### config.mk
export PLATFORM = sky130hd
export DESIGN_NAME = rominit_multi
export DESIGN_NICKNAME = d
export VERILOG_FILES = /design/src/rtl/rominit_pkg.sv /design/src/rtl/rominit_skid.sv /design/src/rtl/rominit_multi.sv
export SDC_FILE = /design/constraint.sdc
export NUM_CORES = 1
export LEC_CHECK = 0
export CORE_MARGIN = 4
export CORE_UTILIZATION = 35
export CTS_CLUSTER_DIAMETER = 80
export DETAILED_ROUTE_END_ITERATION = 6
export PLACE_DENSITY = 0.69
export SYNTH_ARGS = -nofsm -noshare
export SYNTH_HDL_FRONTEND = slang
export SYNTH_HIERARCHICAL = 1
export SYNTH_SLANG_ARGS = --single-unit
### constraint.sdc
create_clock -name CLK_SYS -period 5.3 [get_ports CLK_SYS]
set_input_delay 1.59 -clock CLK_SYS [delete_from_list [all_inputs] [get_ports CLK_SYS]]
set_output_delay 1.59 -clock CLK_SYS [all_outputs]
set_load 0.1 [all_outputs]
### src/rtl/rominit_pkg.sv
// Shared types and region-map helpers for the multi-region ROM download manager.
package rominit_pkg;

    localparam int unsigned MAX_REGIONS = 8;

    typedef enum logic [2:0] {
        ST_IDLE  = 3'd0,
        ST_LOAD  = 3'd1,
        ST_DRAIN = 3'd2,
        ST_FILL  = 3'd3,
        ST_DONE  = 3'd4
    } rominit_state_t;

    // sizes holds n entries right-aligned, entry 0 in the most significant slot.
    function automatic logic [31:0] region_base(
        input logic [MAX_REGIONS*32-1:0] sizes,
        input int unsigned               n,
        input int unsigned               idx
    );
        logic [31:0] acc;
        acc = '0;
        for (int unsigned k = 0; k < idx; k++) begin
            acc = acc + sizes[(n-1-k)*32 +: 32];
        end
        return acc;
    endfunction

endpackage

### src/rtl/rominit_skid.sv
// One-entry valid/ready holding register for {sel, addr, data}.
module rominit_skid #(
    parameter int unsigned SEL_W  = 3,
    parameter int unsigned ADDR_W = 17
) (
    input  logic              clk_i,
    input  logic              rst_i,
    input  logic              pass_i,
    input  logic              in_valid_i,
    output logic              in_ready_o,
    input  logic [SEL_W-1:0]  in_sel_i,
    input  logic [ADDR_W-1:0] in_addr_i,
    input  logic [7:0]        in_data_i,
    input  logic              out_ready_i,
    output logic              full_o,
    output logic [SEL_W-1:0]  out_sel_o,
    output logic [ADDR_W-1:0] out_addr_o,
    output logic [7:0]        out_data_o
);

    logic              full_q, full_d;
    logic [SEL_W-1:0]  sel_q, sel_d;
    logic [ADDR_W-1:0] addr_q, addr_d;
    logic [7:0]        data_q, data_d;
    logic              load;

    // pass_i lets a new entry replace the one leaving on the same cycle.
    assign in_ready_o = !full_q || (pass_i && out_ready_i);
    assign load       = in_valid_i && in_ready_o;

    always_comb begin
        full_d = full_q;
        sel_d  = sel_q;
        addr_d = addr_q;
        data_d = data_q;
        if (load) begin
            full_d = 1'b1;
            sel_d  = in_sel_i;
            addr_d = in_addr_i;
            data_d = in_data_i;
        end else if (out_ready_i) begin
            full_d = 1'b0;
        end
    end

    always_ff @(posedge clk_i or posedge rst_i) begin
        if (rst_i) begin
            full_q <= 1'b0;
            sel_q  <= '0;
            addr_q <= '0;
            data_q <= '0;
        end else begin
            full_q <= full_d;
            sel_q  <= sel_d;
            addr_q <= addr_d;
            data_q <= data_d;
        end
    end

    assign full_o     = full_q;
    assign out_sel_o  = sel_q;
    assign out_addr_o = addr_q;
    assign out_data_o = data_q;

endmodule

### src/rtl/rominit_multi.sv
// Splits one ioctl download into consecutive ROM regions over a valid/ready port,
// then pads the tail of the last region with FILL_BYTE.
module rominit_multi
    import rominit_pkg::*;
#(
    parameter int unsigned                NUM_REGIONS  = 3,
    parameter int unsigned                ADDR_W       = 17,
    parameter logic [NUM_REGIONS*32-1:0]  REGION_SIZES = {32'd4096, 32'd4096, 32'd0},
    parameter logic [5:0]                 LOAD_INDEX   = 6'd1,
    parameter logic [7:0]                 FILL_BYTE    = 8'hFF
) (
    input  logic                   CLK_SYS,
    input  logic                   RESET,
    input  logic                   IOCTL_DOWNLOAD,
    input  logic [7:0]             IOCTL_INDEX,
    input  logic                   IOCTL_WR,
    input  logic [24:0]            IOCTL_ADDR,
    input  logic [7:0]             IOCTL_DOUT,
    output logic                   IOCTL_WAIT,
    output logic                   ROMINIT_ACTIVE,
    output logic [NUM_REGIONS-1:0] ROMINIT_SEL,
    output logic [ADDR_W-1:0]      ROMINIT_ADDR,
    output logic [7:0]             ROMINIT_DATA,
    output logic                   ROMINIT_VALID,
    input  logic                   ROMINIT_READY,
    output logic [ADDR_W:0]        ROMINIT_CART_LEN,
    output logic                   ROMINIT_ERR
);

    localparam int unsigned              SX_W     = MAX_REGIONS * 32;
    localparam logic [SX_W-1:0]          SIZES_X  = SX_W'(REGION_SIZES);
    localparam logic [NUM_REGIONS-1:0]   LAST_SEL = NUM_REGIONS'(1) << (NUM_REGIONS - 1);
    localparam logic [ADDR_W:0]          ONE_L    = (ADDR_W+1)'(1);

    rominit_state_t state_q, state_d;
    logic [ADDR_W:0] cart_len_q, cart_len_d;
    logic [ADDR_W:0] pad_q, pad_d;
    logic            err_q, err_d;

    logic [32:0]                         addr_x;
    logic [NUM_REGIONS-1:0]              hit;
    logic [NUM_REGIONS-1:0][ADDR_W-1:0]  rel;

    logic                   fill_mode, full, xfer;
    logic                   ld_valid, ld_ready;
    logic [NUM_REGIONS-1:0] ld_sel;
    logic [ADDR_W-1:0]      ld_addr;
    logic [7:0]             ld_data;
    logic                   unused_index_hi;

    assign unused_index_hi = ^IOCTL_INDEX[7:6];
    assign addr_x          = {8'b0, IOCTL_ADDR};

    // The last region is sized by ADDR_W rather than by its REGION_SIZES entry.
    for (genvar g = 0; g < NUM_REGIONS; g++) begin : g_region
        localparam logic [32:0] BASE = {1'b0, region_base(SIZES_X, NUM_REGIONS, g)};
        localparam logic [32:0] SPAN = (g == NUM_REGIONS - 1) ? (33'd1 << ADDR_W)
                                     : {1'b0, SIZES_X[(NUM_REGIONS-1-g)*32 +: 32]};
        assign hit[g] = (addr_x >= BASE) && (addr_x < BASE + SPAN);
        assign rel[g] = ADDR_W'(addr_x - BASE);
    end

    assign fill_mode = (state_q == ST_FILL);
    assign xfer      = full && ROMINIT_READY;

    always_comb begin
        ld_sel   = hit;
        ld_addr  = '0;
        ld_data  = IOCTL_DOUT;
        ld_valid = (state_q == ST_LOAD) && IOCTL_WR && (|hit);
        for (int unsigned r = 0; r < NUM_REGIONS; r++) begin
            if (hit[r]) ld_addr = ld_addr | rel[r];
        end
        if (fill_mode) begin
            ld_sel   = LAST_SEL;
            ld_addr  = pad_q[ADDR_W-1:0];
            ld_data  = FILL_BYTE;
            ld_valid = !pad_q[ADDR_W];
        end
    end

    rominit_skid #(
        .SEL_W  (NUM_REGIONS),
        .ADDR_W (ADDR_W)
    ) u_skid (
        .clk_i       (CLK_SYS),
        .rst_i       (RESET),
        .pass_i      (fill_mode),
        .in_valid_i  (ld_valid),
        .in_ready_o  (ld_ready),
        .in_sel_i    (ld_sel),
        .in_addr_i   (ld_addr),
        .in_data_i   (ld_data),
        .out_ready_i (ROMINIT_READY),
        .full_o      (full),
        .out_sel_o   (ROMINIT_SEL),
        .out_addr_o  (ROMINIT_ADDR),
        .out_data_o  (ROMINIT_DATA)
    );

    always_comb begin
        state_d    = state_q;
        cart_len_d = cart_len_q;
        pad_d      = pad_q;
        err_d      = err_q;
        case (state_q)
            ST_IDLE: begin
                if (IOCTL_DOWNLOAD && (IOCTL_INDEX[5:0] == LOAD_INDEX)) begin
                    state_d    = ST_LOAD;
                    cart_len_d = '0;
                    err_d      = 1'b0;
                end
            end
            ST_LOAD: begin
                if (IOCTL_WR && !(ld_valid && ld_ready)) err_d = 1'b1;
                if (!IOCTL_DOWNLOAD) state_d = ST_DRAIN;
            end
            ST_DRAIN: begin
                if (!full) begin
                    pad_d   = cart_len_q;
                    state_d = cart_len_q[ADDR_W] ? ST_DONE : ST_FILL;
                end
            end
            ST_FILL: begin
                if (ld_valid && ld_ready) pad_d = pad_q + ONE_L;
                if (xfer && (ROMINIT_ADDR == '1)) state_d = ST_DONE;
            end
            default: state_d = ST_IDLE;
        endcase
        if (xfer && ROMINIT_SEL[NUM_REGIONS-1] && !fill_mode &&
            ({1'b0, ROMINIT_ADDR} + ONE_L > cart_len_q)) begin
            cart_len_d = {1'b0, ROMINIT_ADDR} + ONE_L;
        end
    end

    always_ff @(posedge CLK_SYS or posedge RESET) begin
        if (RESET) begin
            state_q    <= ST_IDLE;
            cart_len_q <= '0;
            pad_q      <= '0;
            err_q      <= 1'b0;
        end else begin
            state_q    <= state_d;
            cart_len_q <= cart_len_d;
            pad_q      <= pad_d;
            err_q      <= err_d;
        end
    end

    assign IOCTL_WAIT       = full;
    assign ROMINIT_VALID    = full;
    assign ROMINIT_ACTIVE   = (state_q == ST_LOAD) || (state_q == ST_DRAIN) || (state_q == ST_FILL);
    assign ROMINIT_CART_LEN = cart_len_q;
    assign ROMINIT_ERR      = err_q;

endmodule

==> impl_results.md <==
- Share of the synthesized area in the top cell type: 34.6%
- RSZ-0062 raised after global routing: no
- Hold Crit Class: flip-flop to flip-flop
- H-tree Lvls: 3
- M2 GR Usage: just under 30%
- Crit path time final: 4.09 ns
- Initial Util: 35.9%
- Filler cell count: 1324
- Met1 usage: between 20% and 30%
- Post-synth top area cell: dfrtp_1
- Via density: roughly 5.4
- R2R cell count: 12
- Xor/xnor share of the synthesized area: 3.10%
- DRC Markers: 0
- Synthesized Nets: between 600 and 700
- Synth Area in Simple Gates: 21.9%
- Layout Nets: 733
- Power Dens Cells: 279 nW/um^2
- Reg-to-reg endpoint: ROMINIT_CART_LEN[6]
- Tot GR Track Use: 18.5%
- I/O pin total: 96
- First drt pass iteration count: 4
- Area grow syn2layout: 28.5%
- Gpl congestion: 0.870
- Pre-CTS setup slack: approximately 0.9 ns
- Post-synth top cells: 91 x nand2_1, 69 x dfrtp_1, 58 x inv_1, 39 x a21oi_1, 31 x o21ai_0
- Outcome: finished, final reports clean
- Die width: 127 um
- Setup TNS: 0 ns
- Worst-skew pair later-pin latency: about 0.34 ns
- CTS Hold Bufs: 0
- Routed Antenna Nets: 0
- Yosys Warn Count: 6
- Final Hold Fails: 0
- Max Slew Vio Count: 0
- Rows: 43
- Critical path type: input port to flip-flop
- Leakage: between 2 and 3 nW
- Max frequency: 0.245 GHz
- Part of the Yosys area used for sequential elements: 34.6%
- Worst vdd ir: around 0.00017 V
- Clock Path Buffers: 2
- Max-Cap Viols: 0
- Port Buffers: 93
- CP required: 5.49 ns
- Number of inserted diodes: 0
- Clock skew: 0.00927 ns
- Die area: roughly 16000 um^2
- Synthesized cell area: between 4000 and 5000 um^2
- Slew HR: between 20% and 30%
- Adder-Cell Fraction of Synth Area: 6.51%
- Setup crit start: IOCTL_ADDR[13]
- Final Setup Violations: 0
- Final Core Density: 46.1%
- Largest net degree at the start of global routing: 45
- Die height: about 130 um
- Measured slew at the worst slew-check pin: 1.14 ns
- Core footprint: 13900 um^2
- GRT met3 Usage: under 10%
- First-pass GRT wire length: 24.3 mm
- Fraction of registers with async set/reset: 100%
- Clk sinks: 69
- Mean routed wirelength per cell: between 15 and 20 um
- Setup slack after layout: about 1.2 ns
- Element type at the critical path start: input port
- Total cell area at the placement stage: 6050 um^2
- Yosys cell types: 61
- Count leader, synth: nand2_1
- Peak-usage layer in the global routing report: met2
- DR vias: 4590
- Pwr Total: 1.79 mW
- Initial DRC Count: roughly 250
- TritonCTS Buffers: 9
- CTS tree: built
- Post-synth EDFFs: 0
- Worst-path maximum fanout: 21
- Multiplexer share of the synthesized area: 4.26%
- Worst Path Arrival: 4.28 ns
- Final period utilization: about 77%
- R2R Setup Slk: about 1.7 ns
- CP Capture Type: flip-flop
- Syn_area_per_cell: 8.63 um^2
- Initial antenna violation count: 0
- Clock root buffer: clkbuf_16
- Vias in the first global route: 4785
- #FFs+latches synth: 69
- Finished Cell Area: 6420 um^2
- CTS clk-pin slew, worst paths: 0.06 ns
- Post_cts resized: 0
- Compound-cell area share of the yosys netlist: 21.1%
- Reg2reg start: u_skid/out_addr_o[2]
- Post-Route WL: approximately 14 mm
- Primary FF master, synth: dfrtp_1
- Largest family of logic cells by synthesized area: simple AND/OR/NAND/NOR gates
- Share of cells above drive strength 1: between 10% and 20%
- Leading post-synthesis cells by cell area: dfrtp_1 35%, nand2_1 6.8%, ha_1 6.5%
- Synth Instances: 579
- Critical path destination: u_skid/out_data_o[3]
- HPWL Detailed: between 10 and 15 mm
- Post-CTS Setup Bufs: 0
- FF+latch area: 1730 um^2
- Multi-input logic area: 2860 um^2
- Grt ovf: 0
[cell type report]
cell class,instances,area share (%)
well taps,180,3.51
clock inverters,7,2.26
inverters,60,3.51
clock buffers,9,3.51
repair buffers,104,15.8
flip-flops and latches,69,26.9
multi-input cells,417,44.5
[metal layers]
metal  share of wire [%]  wire length [um]
met5                   0                 0
met4                 3.3               476
met3                 6.0               862
met2                  46              6700
met1                  44              6400
[per-stage QoR]
stage	hold WS, ns	instances
after floorplan	0.505	579
after detailed placement	0.502	830
final	0.501	846
after global placement	0.479	830
after CTS	0.515	846
after global routing	0.526	846
[sequential cells by signal, indices dropped and copies added, names as in the netlist]
| name | cells |
|---|---|
| pad_q | 18 |
| u_skid/full_o | 1 |
| state_q | 3 |
| ROMINIT_CART_LEN | 18 |
| u_skid/out_data_o | 8 |
| u_skid/out_sel_o | 3 |
| u_skid/out_addr_o | 17 |
| ROMINIT_ERR | 1 |
[power breakdown]
part | leakage, nW | switching, mW | internal [mW]
Sequential | 0.904 | 0.0495 | 0.558
Combinational | 1.76 | 0.275 | 0.154
Clock | 0.177 | 0.243 | 0.511
Total | 2.84 | 0.568 | 1.22
[how the worst min path moves through the flow]
stage	start	to	cells past startpoint
6_report	ROMINIT_ERR	ROMINIT_ERR	1
5_1_grt	ROMINIT_ERR	ROMINIT_ERR	1
4_1_cts	ROMINIT_ERR	ROMINIT_ERR	1
3_5_place_dp	ROMINIT_ERR	ROMINIT_ERR	1
3_3_place_gp	ROMINIT_ERR	ROMINIT_ERR	1
2_1_floorplan	pad_q[14]	pad_q[14]	2
[layout by cell type, fill, tap and decap left out, types with 3 or more instances in the layout]
master | Yosys | final
clkbuf_16 | 0 | 9
o32ai_2 | 20 | 20
nand3_1 | 21 | 21
a31o_2 | 3 | 3
mux2i_1 | 4 | 4
nand4_1 | 10 | 10
and3_1 | 12 | 12
a21oi_1 | 39 | 39
dfrtp_1 | 69 | 69
nor2b_1 | 4 | 3
xnor2_1 | 11 | 11
a21o_1 | 5 | 5
a31oi_1 | 5 | 5
o22ai_1 | 6 | 6
nor2_1 | 23 | 22
bufinv_16 | 0 | 4
mux2_1 | 5 | 5
nand2b_1 | 10 | 10
and2_1 | 18 | 18
a211oi_1 | 4 | 4
mux2_2 | 9 | 9
inv_1 | 58 | 58
xor2_1 | 3 | 3
nor4_1 | 4 | 4
o32ai_1 | 8 | 8
nand2_1 | 91 | 91
o21ai_0 | 31 | 31
nor3_1 | 9 | 9
clkdlybuf4s50_1 | 0 | 93
and4_1 | 6 | 6
ha_1 | 26 | 26
o31a_1 | 3 | 3
buf_4 | 6 | 11
[cell families after synthesis]
family / after synthesis
buf+inv: 93
flops: 69
fa+ha+maj: 26
mux: 19
compound gates: 138
xor+xnor: 16
simple gates: 218
[critical path, cell delays in order]
cell	delay [ns]
clkdlybuf4s50_1	0.50
inv_1	0.16
ha_1	0.23
nand2_1	0.08
a31o_2	0.38
nor2_1	0.14
a21oi_1	0.07
nor2_2	0.41
nor2b_2	0.25
buf_4	0.32
o32ai_1	0.13
Note: power is estimated with default switching activity, not from simulation.
